### src/rtl/phy_pkg.sv
// -----------------------------------------------------------------------------
// phy_pkg
// Definitions shared by the two-lane PHY transmit serializer, the receive
// deserializer and the lane checkers:
//   COMMA              idle / alignment character sent whenever TX has no data
//   BC_THRESH_DEFAULT  consecutive commas needed before a receive lane is active
//   rx_state_t         receive alignment state machine encoding
// -----------------------------------------------------------------------------
package phy_pkg;

    localparam logic [7:0] COMMA             = 8'hBC;
    localparam int         BC_THRESH_DEFAULT = 4;

    typedef enum logic [1:0] {
        SEARCH = 2'd0,
        ALIGN  = 2'd1,
        ACTIVE = 2'd2
    } rx_state_t;

endpackage

### src/rtl/rx_shift_reg.sv
// -----------------------------------------------------------------------------
// rx_shift_reg
// Serial-to-parallel shift register with the byte-boundary bit counter.
// Ports:
//   clk_32f   in   bit clock
//   reset     in   synchronous active-high reset
//   data_in   in   serial bit, MSB of each byte first
//   load      in   comma found by the bit hunt: restart the byte phase
//   count_en  in   advance the bit counter (lane is aligned or aligning)
//   sr        out  last eight received bits, newest in bit 0
//   boundary  out  sr holds one complete aligned byte this cycle
// -----------------------------------------------------------------------------
module rx_shift_reg (
    input  logic       clk_32f,
    input  logic       reset,
    input  logic       data_in,
    input  logic       load,
    input  logic       count_en,
    output logic [7:0] sr,
    output logic       boundary
);

    logic [2:0] bit_cnt;

    // The comma is already complete in sr when load is seen, so the bit
    // being shifted in on this edge is bit 0 of the next byte; starting the
    // counter at 1 makes it wrap to 0 exactly when that byte is complete.
    always_ff @(posedge clk_32f) begin
        if (reset) begin
            sr      <= 8'h00;
            bit_cnt <= 3'd0;
        end else begin
            sr <= {sr[6:0], data_in};
            if (load) begin
                bit_cnt <= 3'd1;
            end else if (count_en) begin
                bit_cnt <= bit_cnt + 3'd1;
            end
        end
    end

    assign boundary = (bit_cnt == 3'd0);

endmodule

### src/rtl/serial_paralelo_rx.sv
// -----------------------------------------------------------------------------
// serial_paralelo_rx
// Receive deserializer for one PHY lane. Hunts bit by bit for the idle comma,
// confirms alignment over BC_THRESH consecutive commas, then delivers every
// non-comma byte as a registered word with a one-cycle valid strobe.
// Ports:
//   clk_32f    in   bit clock, all logic on its rising edge
//   reset      in   synchronous active-high reset
//   data_in    in   serial bit, MSB first
//   data_out   out  last accepted non-comma byte
//   valid_out  out  one-cycle strobe, data_out holds a new byte
//   active     out  lane is aligned and delivering bytes
// Parameter:
//   BC_THRESH  consecutive commas to reach ACTIVE, 1..7
// -----------------------------------------------------------------------------
import phy_pkg::*;

module serial_paralelo_rx #(
    parameter int BC_THRESH = BC_THRESH_DEFAULT
) (
    input  logic       clk_32f,
    input  logic       reset,
    input  logic       data_in,
    output logic [7:0] data_out,
    output logic       valid_out,
    output logic       active
);

    localparam logic [2:0] THRESH = 3'(BC_THRESH);

    rx_state_t  state;
    logic [2:0] bc_cnt;
    logic [2:0] bc_next;
    logic [7:0] sr;
    logic       boundary;
    logic       comma_now;
    logic       load;
    logic       count_en;

    assign comma_now = (sr == COMMA);
    assign load      = (state == SEARCH) && comma_now;
    assign count_en  = (state != SEARCH);
    assign bc_next   = bc_cnt + 3'd1;

    rx_shift_reg u_shift (
        .clk_32f  (clk_32f),
        .reset    (reset),
        .data_in  (data_in),
        .load     (load),
        .count_en (count_en),
        .sr       (sr),
        .boundary (boundary)
    );

    // Alignment FSM with registered outputs. The comma that ends the bit hunt
    // is already the first one of the run, so bc_cnt starts at 1. Once ACTIVE
    // the lane never drops lock; only reset brings it back to SEARCH.
    always_ff @(posedge clk_32f) begin
        if (reset) begin
            state     <= SEARCH;
            bc_cnt    <= 3'd0;
            data_out  <= 8'h00;
            valid_out <= 1'b0;
            active    <= 1'b0;
        end else begin
            valid_out <= 1'b0;
            case (state)
                SEARCH: begin
                    if (comma_now) begin
                        bc_cnt <= 3'd1;
                        if (THRESH == 3'd1) begin
                            state  <= ACTIVE;
                            active <= 1'b1;
                        end else begin
                            state <= ALIGN;
                        end
                    end
                end
                ALIGN: begin
                    if (boundary) begin
                        if (comma_now) begin
                            bc_cnt <= bc_next;
                            if (bc_next == THRESH) begin
                                state  <= ACTIVE;
                                active <= 1'b1;
                            end
                        end else begin
                            bc_cnt <= 3'd0;
                            state  <= SEARCH;
                        end
                    end
                end
                ACTIVE: begin
                    // Commas are idle fill: data_out keeps the last real byte.
                    if (boundary && !comma_now) begin
                        data_out  <= sr;
                        valid_out <= 1'b1;
                    end
                end
                default: begin
                    state  <= SEARCH;
                    active <= 1'b0;
                end
            endcase
        end
    end

endmodule
### config.mk
export PLATFORM = sky130hd
export DESIGN_NAME = serial_paralelo_rx
export DESIGN_NICKNAME = d
export VERILOG_FILES = /design/src/rtl/phy_pkg.sv /design/src/rtl/rx_shift_reg.sv /design/src/rtl/serial_paralelo_rx.sv
export SDC_FILE = /design/constraint.sdc
export NUM_CORES = 1
export LEC_CHECK = 0
export CAP_MARGIN = 0
export CORE_UTILIZATION = 48
export DETAILED_ROUTE_END_ITERATION = 10
export PLACE_DENSITY = 0.73
export SLEW_MARGIN = 10
export SYNTH_ARGS = -nofsm -noshare
export SYNTH_HDL_FRONTEND = slang
export SYNTH_SLANG_ARGS = --single-unit
export TNS_END_PERCENT = 20
### constraint.sdc
create_clock -name clk_32f -period 1.6 [get_ports clk_32f]
set_input_delay 0.32 -clock clk_32f [delete_from_list [all_inputs] [get_ports clk_32f]]
set_output_delay 0.32 -clock clk_32f [all_outputs]
set_load 0.1 [all_outputs]
=== Word level (Yosys, flattened, before mapping) ===
Index checks and enable logic that the tools add are counted.

* Add/sub/neg operators: 2
* Equality and inequality tests: 9
* Multiplexer cells: 16
* Bitwise gates (word level): 2
* Reductions and logical operators: 15

{| class="wikitable"
|+ Operators with widths
! operator !! number
|-
| $mux 3 || 3
|-
| $eq 8x8->1 const B || 1
|-
| $mux 2 || 4
|-
| $ne 2x2->1 const B || 4
|-
| $reduce_and 4->1 || 2
|-
| $add 3x1->3 const B || 2
|-
| $mux 1 || 6
|-
| $pmux 2 s3 || 1
|-
| $pmux 3 s2 || 1
|-
| $reduce_bool 2->1 || 3
|-
| $reduce_or 2->1 || 3
|-
| $eq 3x3->1 const B || 1
|-
| $logic_not 3->1 || 1
|-
| $ne 3x3->1 const B || 1
|-
| $reduce_and 3->1 || 1
|-
| $eq 2x1->1 const B || 1
|-
| $eq 2x2->1 const B || 1
|-
| $logic_and 1x1->1 || 2
|-
| $logic_not 2->1 || 1
|-
| $not 1->1 || 2
|-
| $pmux 1 s2 || 1
|-
| $reduce_and 2->1 || 1
|-
| $logic_not 1->1 || 1
|}

* Register bits after elaboration: 26
* Word-level logic and storage cells: 52

=== Depth between registers and ports, before layout ===
* Depth in word-level cells: 6
* Mapped depth: 6

=== Cells and area by module ===
A second synthesis with hierarchy kept.

* Cells, all modules: 105
* Area, all modules: 1061.0 µm²

{| class="wikitable"
|+ Modules (own cells, without submodules)
! module !! times used !! cells an instance !! area each (µm²) !! seq. area each (µm²)
|-
| serial_paralelo_rx || 1 || 72 || 684.4 || 300.3
|-
| rx_shift_reg || 1 || 33 || 376.6 || 220.2
|}

=== Least setup slack after synthesis ===
Ideal clock, no wire load.

* Path kind: register -> register
* From: register u_shift.sr[4]
* To: register state[1]
* Library setup time: 0.071 ns
* Arrival time: 1.567 ns
* Data required time: 1.529 ns
* Path slack: -0.037 ns
* Cell stages (with the launch flop): 6
* Cell sequence: dfxtp_1 > nand4b_4 > or4_4 > buf_6 > or4_1 > a21oi_1

* Longest elaborated chain between the ends: 4
* Elaborated cells on any way between the ends: 7
* Those cells by class: eq/ne: 3; mux: 3; reduce/logical: 1

{| class="wikitable"
|+ RTL lines
! what !! RTL line !! source
|-
| start, declared || rx_shift_reg.sv:19 || <nowiki>output logic [7:0] sr,</nowiki>
|-
| start signal, assigned || rx_shift_reg.sv:33 || <nowiki>sr <= {sr[6:0], data_in};</nowiki>
|-
| $eq 8x8->1 * || serial_paralelo_rx.sv:40 || <nowiki>assign comma_now = (sr == COMMA);</nowiki>
|-
| $mux 2 || serial_paralelo_rx.sv:81 || <nowiki>if (comma_now) begin</nowiki>
|-
| $mux 2 || serial_paralelo_rx.sv:80 || <nowiki>if (boundary) begin</nowiki>
|-
| $pmux 2 s3 || serial_paralelo_rx.sv:67 || <nowiki>case (state)</nowiki>
|-
| end signal, assigned || serial_paralelo_rx.sv:72 || <nowiki>state <= ACTIVE;</nowiki>
|-
| end signal, assigned || serial_paralelo_rx.sv:75 || <nowiki>state <= ALIGN;</nowiki>
|-
| end signal, assigned || serial_paralelo_rx.sv:84 || <nowiki>state <= ACTIVE;</nowiki>
|-
| end, declared || serial_paralelo_rx.sv:31 || <nowiki>rx_state_t state;</nowiki>
|}

Mark *: on every way between the ends. The rest lies on a longest branch, timed or not. The select of a mux whose other input is x is not followed.
A chain may end at the register's enable or synchronous reset.

=== Worst setup path in the final report ===
* From: register u_shift.sr[1]
* To: register bc_cnt[2]

* Longest elaborated chain between the ends: 4
* Elaborated cells on any way between the ends: 6
* Those cells by class: eq/ne: 2; mux: 3; reduce/logical: 1

{| class="wikitable"
|+ RTL lines
! what !! RTL line !! source
|-
| $eq 8x8->1 * || serial_paralelo_rx.sv:40 ||
|-
| $mux 3 || serial_paralelo_rx.sv:81 ||
|-
| $mux 3 || serial_paralelo_rx.sv:80 ||
|-
| $pmux 3 s2 || serial_paralelo_rx.sv:67 ||
|-
| end signal, assigned || serial_paralelo_rx.sv:82 || <nowiki>bc_cnt <= bc_next;</nowiki>
|-
| end, declared || serial_paralelo_rx.sv:32 || <nowiki>logic [2:0] bc_cnt;</nowiki>
|}

Marked as above.

==> run summary <==
Vias in the first global route -> 891
Status -> finished with violations
Max clock buf depth -> 2
Setup Slack @ Placement -> -0.0594 ns
Reg2Reg Setup Slack -> -0.07 ns
Ys Warns -> 0
Slew HR -> 0.759
Final min period -> 1.67 ns
Global-route wire length before repair -> 3.79 mm
Mux cell area share after synthesis -> 0.0546
Post-synthesis sequential area ratio -> 0.473
Fin crit share -> 1.05
Worst Reg-to-Reg Cells -> 4
Final setup margin -> -0.0726 ns
Number of flops mapped to enable cells by yosys -> 0
Post-synth top cells -> dfxtp_1 (26), nand2_1 (10), nor2b_1 (10), a21oi_1 (9), nor2_1 (9)
Leak -> 0.640 nW
Post-Syn Instances -> 114
Tightest Pin Transition -> 0.360 ns
WP data required -> 1.81 ns
Failing checks -> setup timing
Critical path fanouts, max -> 6
Power per Cell Area -> 684 mW/mm^2
Async set or reset register ratio after synthesis -> 0
Initial antenna violation count -> 0
Drc violations -> 0
Clock Sinks -> 26
Worst Hold Launch -> u_shift.sr[1]
PortBufs -> 12
Synth Area in Simple Gates -> 0.254
Crit-path cells -> nand4b_4, or4_4, and4_1, or3_1
Via count -> 896
Library cells used by synthesis -> 30
Final setup violation count -> 2
Hold buffer count at cts -> 0
Main synth FF type -> dfxtp_1
Max-slew violations -> 0
Remaining Overflow, GRT -> 0
Reg area -> 531 sq um
Gr usage total -> 0.205
RSZ-0062 raised after global routing -> true
XOR/XNOR share of the synthesized area -> 0.00796
Core area -> 0.00206 sq mm
Area Growth Syn to Fin -> 34.7%
GP Congestion -> 0.849
Post-Synth Adder-Cell Area -> 0.0455
TritonCTS clock tree -> built
DR vias/cell -> 5.43
Top-area cell type share of the netlist area -> 0.473
CP peak stage delay -> 0.47 ns
Drt total wl -> 2.33 mm
Largest family of logic cells by synthesized area -> simple AND/OR/NAND/NOR gates
Compound-Gate Fraction of Synth Area -> 0.124
CTS buffer count -> 3
Final setup TNS -> -0.0784 ns
Final hold vios -> 0
Mapped Nets -> 121
Synthesized flop and latch total -> 26
WS Path Type -> reg -> reg
Inserted Diodes -> 0
Die footprint -> 0.00249 sq mm
HPWL Detailed -> 1.71 mm
CTS H-Tree Depth -> 1
VDD IR max -> 735 uV
Synth area leader -> dfxtp_1
Initial Util -> 0.533
Wire per inst -> 14.1 um
Fillers -> 154
Clk root buf -> clkbuf_4
Layout cells sized above 1 -> 0.304
Ports -> 13
Largest net degree at the start of global routing -> 21
Worst setup SP type -> register
Worst-Skew Late Latency -> 0.32 ns
Fmax -> 598 MHz
Worst Hold Class -> reg -> reg
Fin nets -> 146
Iteration-0 DRC Markers -> 24
CP max-delay cell -> or4_4
Footprint of the multi-input gates -> 539 sq um
Total power -> 1.01 mW
Worst reg2reg endpoint -> bc_cnt[2]
Critical R2R Launch -> u_shift.sr[1]
Synth Area per Inst -> 9.65 sq um
FP Rows -> 16
Die height -> 49.9 um
Dominant cell by count in the synthesized netlist -> dfxtp_1
Max-cap viol count -> 0
Final ANT Viol Nets -> 0
CP endpoint kind -> register
Critical Path AT -> 1.89 ns
Worst-path clk slew -> 0.13 ns
Clk_skew -> 0.00101 ns
Hold Path Stages -> 1
DRT Pass-1 Iters -> 4
Die width -> 49.9 um
Hold Path End -> u_shift.sr[2]
Synth area leaders -> dfxtp_1 (47%), nor2b_1 (5.7%), mux2i_1 (5.5%)
Mapped Area -> 0.00110 sq mm
==> per-layer routing <==
metal | wire (um) | global-route usage | up-vias
li1 | - | - | 444
met1 | 1040 | 0.238 | 423
met2 | 1170 | 0.351 | 23
met3 | 87 | 0.0463 | 6
met5 | 0 | 0 | -
met4 | 43 | 0.0952 | 0
==> placed cells by master (no fill, tap or decap), types with 2 or more instances in the layout <==
cell type	count
ha_1	4
nor3_1	3
buf_4	12
o21a_1	2
clkbuf_4	3
inv_1	4
clkdlybuf4s50_1	2
nand2_1	9
nor2_1	9
a21oi_1	9
o21ai_0	4
dfxtp_1	18
dfxtp_2	8
or4_1	2
nand2b_1	2
mux2i_1	6
nand3_1	2
nor2b_1	10
buf_12	10
==> registers in the layout, summed over array words and instances, names as in the netlist <==
| signal | cells |
|---|---|
| u_shift.sr | 8 |
| valid_out | 1 |
| u_shift.bit_cnt | 3 |
| state | 2 |
| bc_cnt | 3 |
| data_out | 8 |
| active | 1 |
==> final cells by class <==
class / count / area share
Timing Repair Buffer: 26 / 0.220
Sequential cell: 26 / 0.358
Tap cell: 27 / 0.0228
Clock buffer: 4 / 0.0245
Inverter: 4 / 0.0101
Multi-Input combinational cell: 78 / 0.364
==> metrics by stage <==
| step | instances | util | hold slack [ns] | instance area, sq um |
|---|---|---|---|---|
| floorplan | 114 | - | 0.441 | 1110 |
| global placement | 158 | 0.685 | 0.459 | 1410 |
| detailed placement | 158 | 0.685 | 0.478 | 1410 |
| CTS | 162 | 0.704 | 0.497 | 1450 |
| global route | 165 | 0.718 | 0.517 | 1480 |
| finish | 165 | 0.718 | 0.502 | 1480 |
==> worst max-delay path, delay by kind of cell, from the launching register on <==
family           cells  cell delay, ns
flip-flops           1            0.36
AND/OR/NAND/NOR      4            1.21
==> worst max path at each step <==
stage                end  slack [ns]  cells after the start           from
5_1_grt        bc_cnt[2]       -0.10                      4  u_shift.sr[1]
3_3_place_gp   bc_cnt[2]        0.01                      4  u_shift.sr[1]
6_report       bc_cnt[2]       -0.07                      4  u_shift.sr[1]
3_5_place_dp   bc_cnt[2]       -0.06                      4  u_shift.sr[1]
2_1_floorplan   state[1]      -0.006                      5  u_shift.sr[1]
4_1_cts        bc_cnt[2]       -0.06                      4  u_shift.sr[1]
==> power by group <==
part,internal (mW),total (mW),switching [mW]
sequential,0.652,0.656,0.00371
combinational,0.0138,0.0296,0.0158
clock,0.139,0.328,0.188
total,0.805,1.01,0.208
==> repair_timing <==
action / 4_1_cts / 5_1_grt
buffers inserted: 0 / 2
gates cloned: 0 / 1
setup endpoints to repair: 3 / 11
pin swaps: 0 / 2
resized for setup: 2 / 5
==> logic make-up after synthesis <==
logic type,after synthesis
buffers and inverters,10
flip-flops,26
multiplexers,6
XOR/XNOR,1
AO/OA/AOI/OAI,20
AND/OR/NAND/NOR,47
adder cells (fa/ha/maj),4
Note: power is estimated with default switching activity, not from simulation.
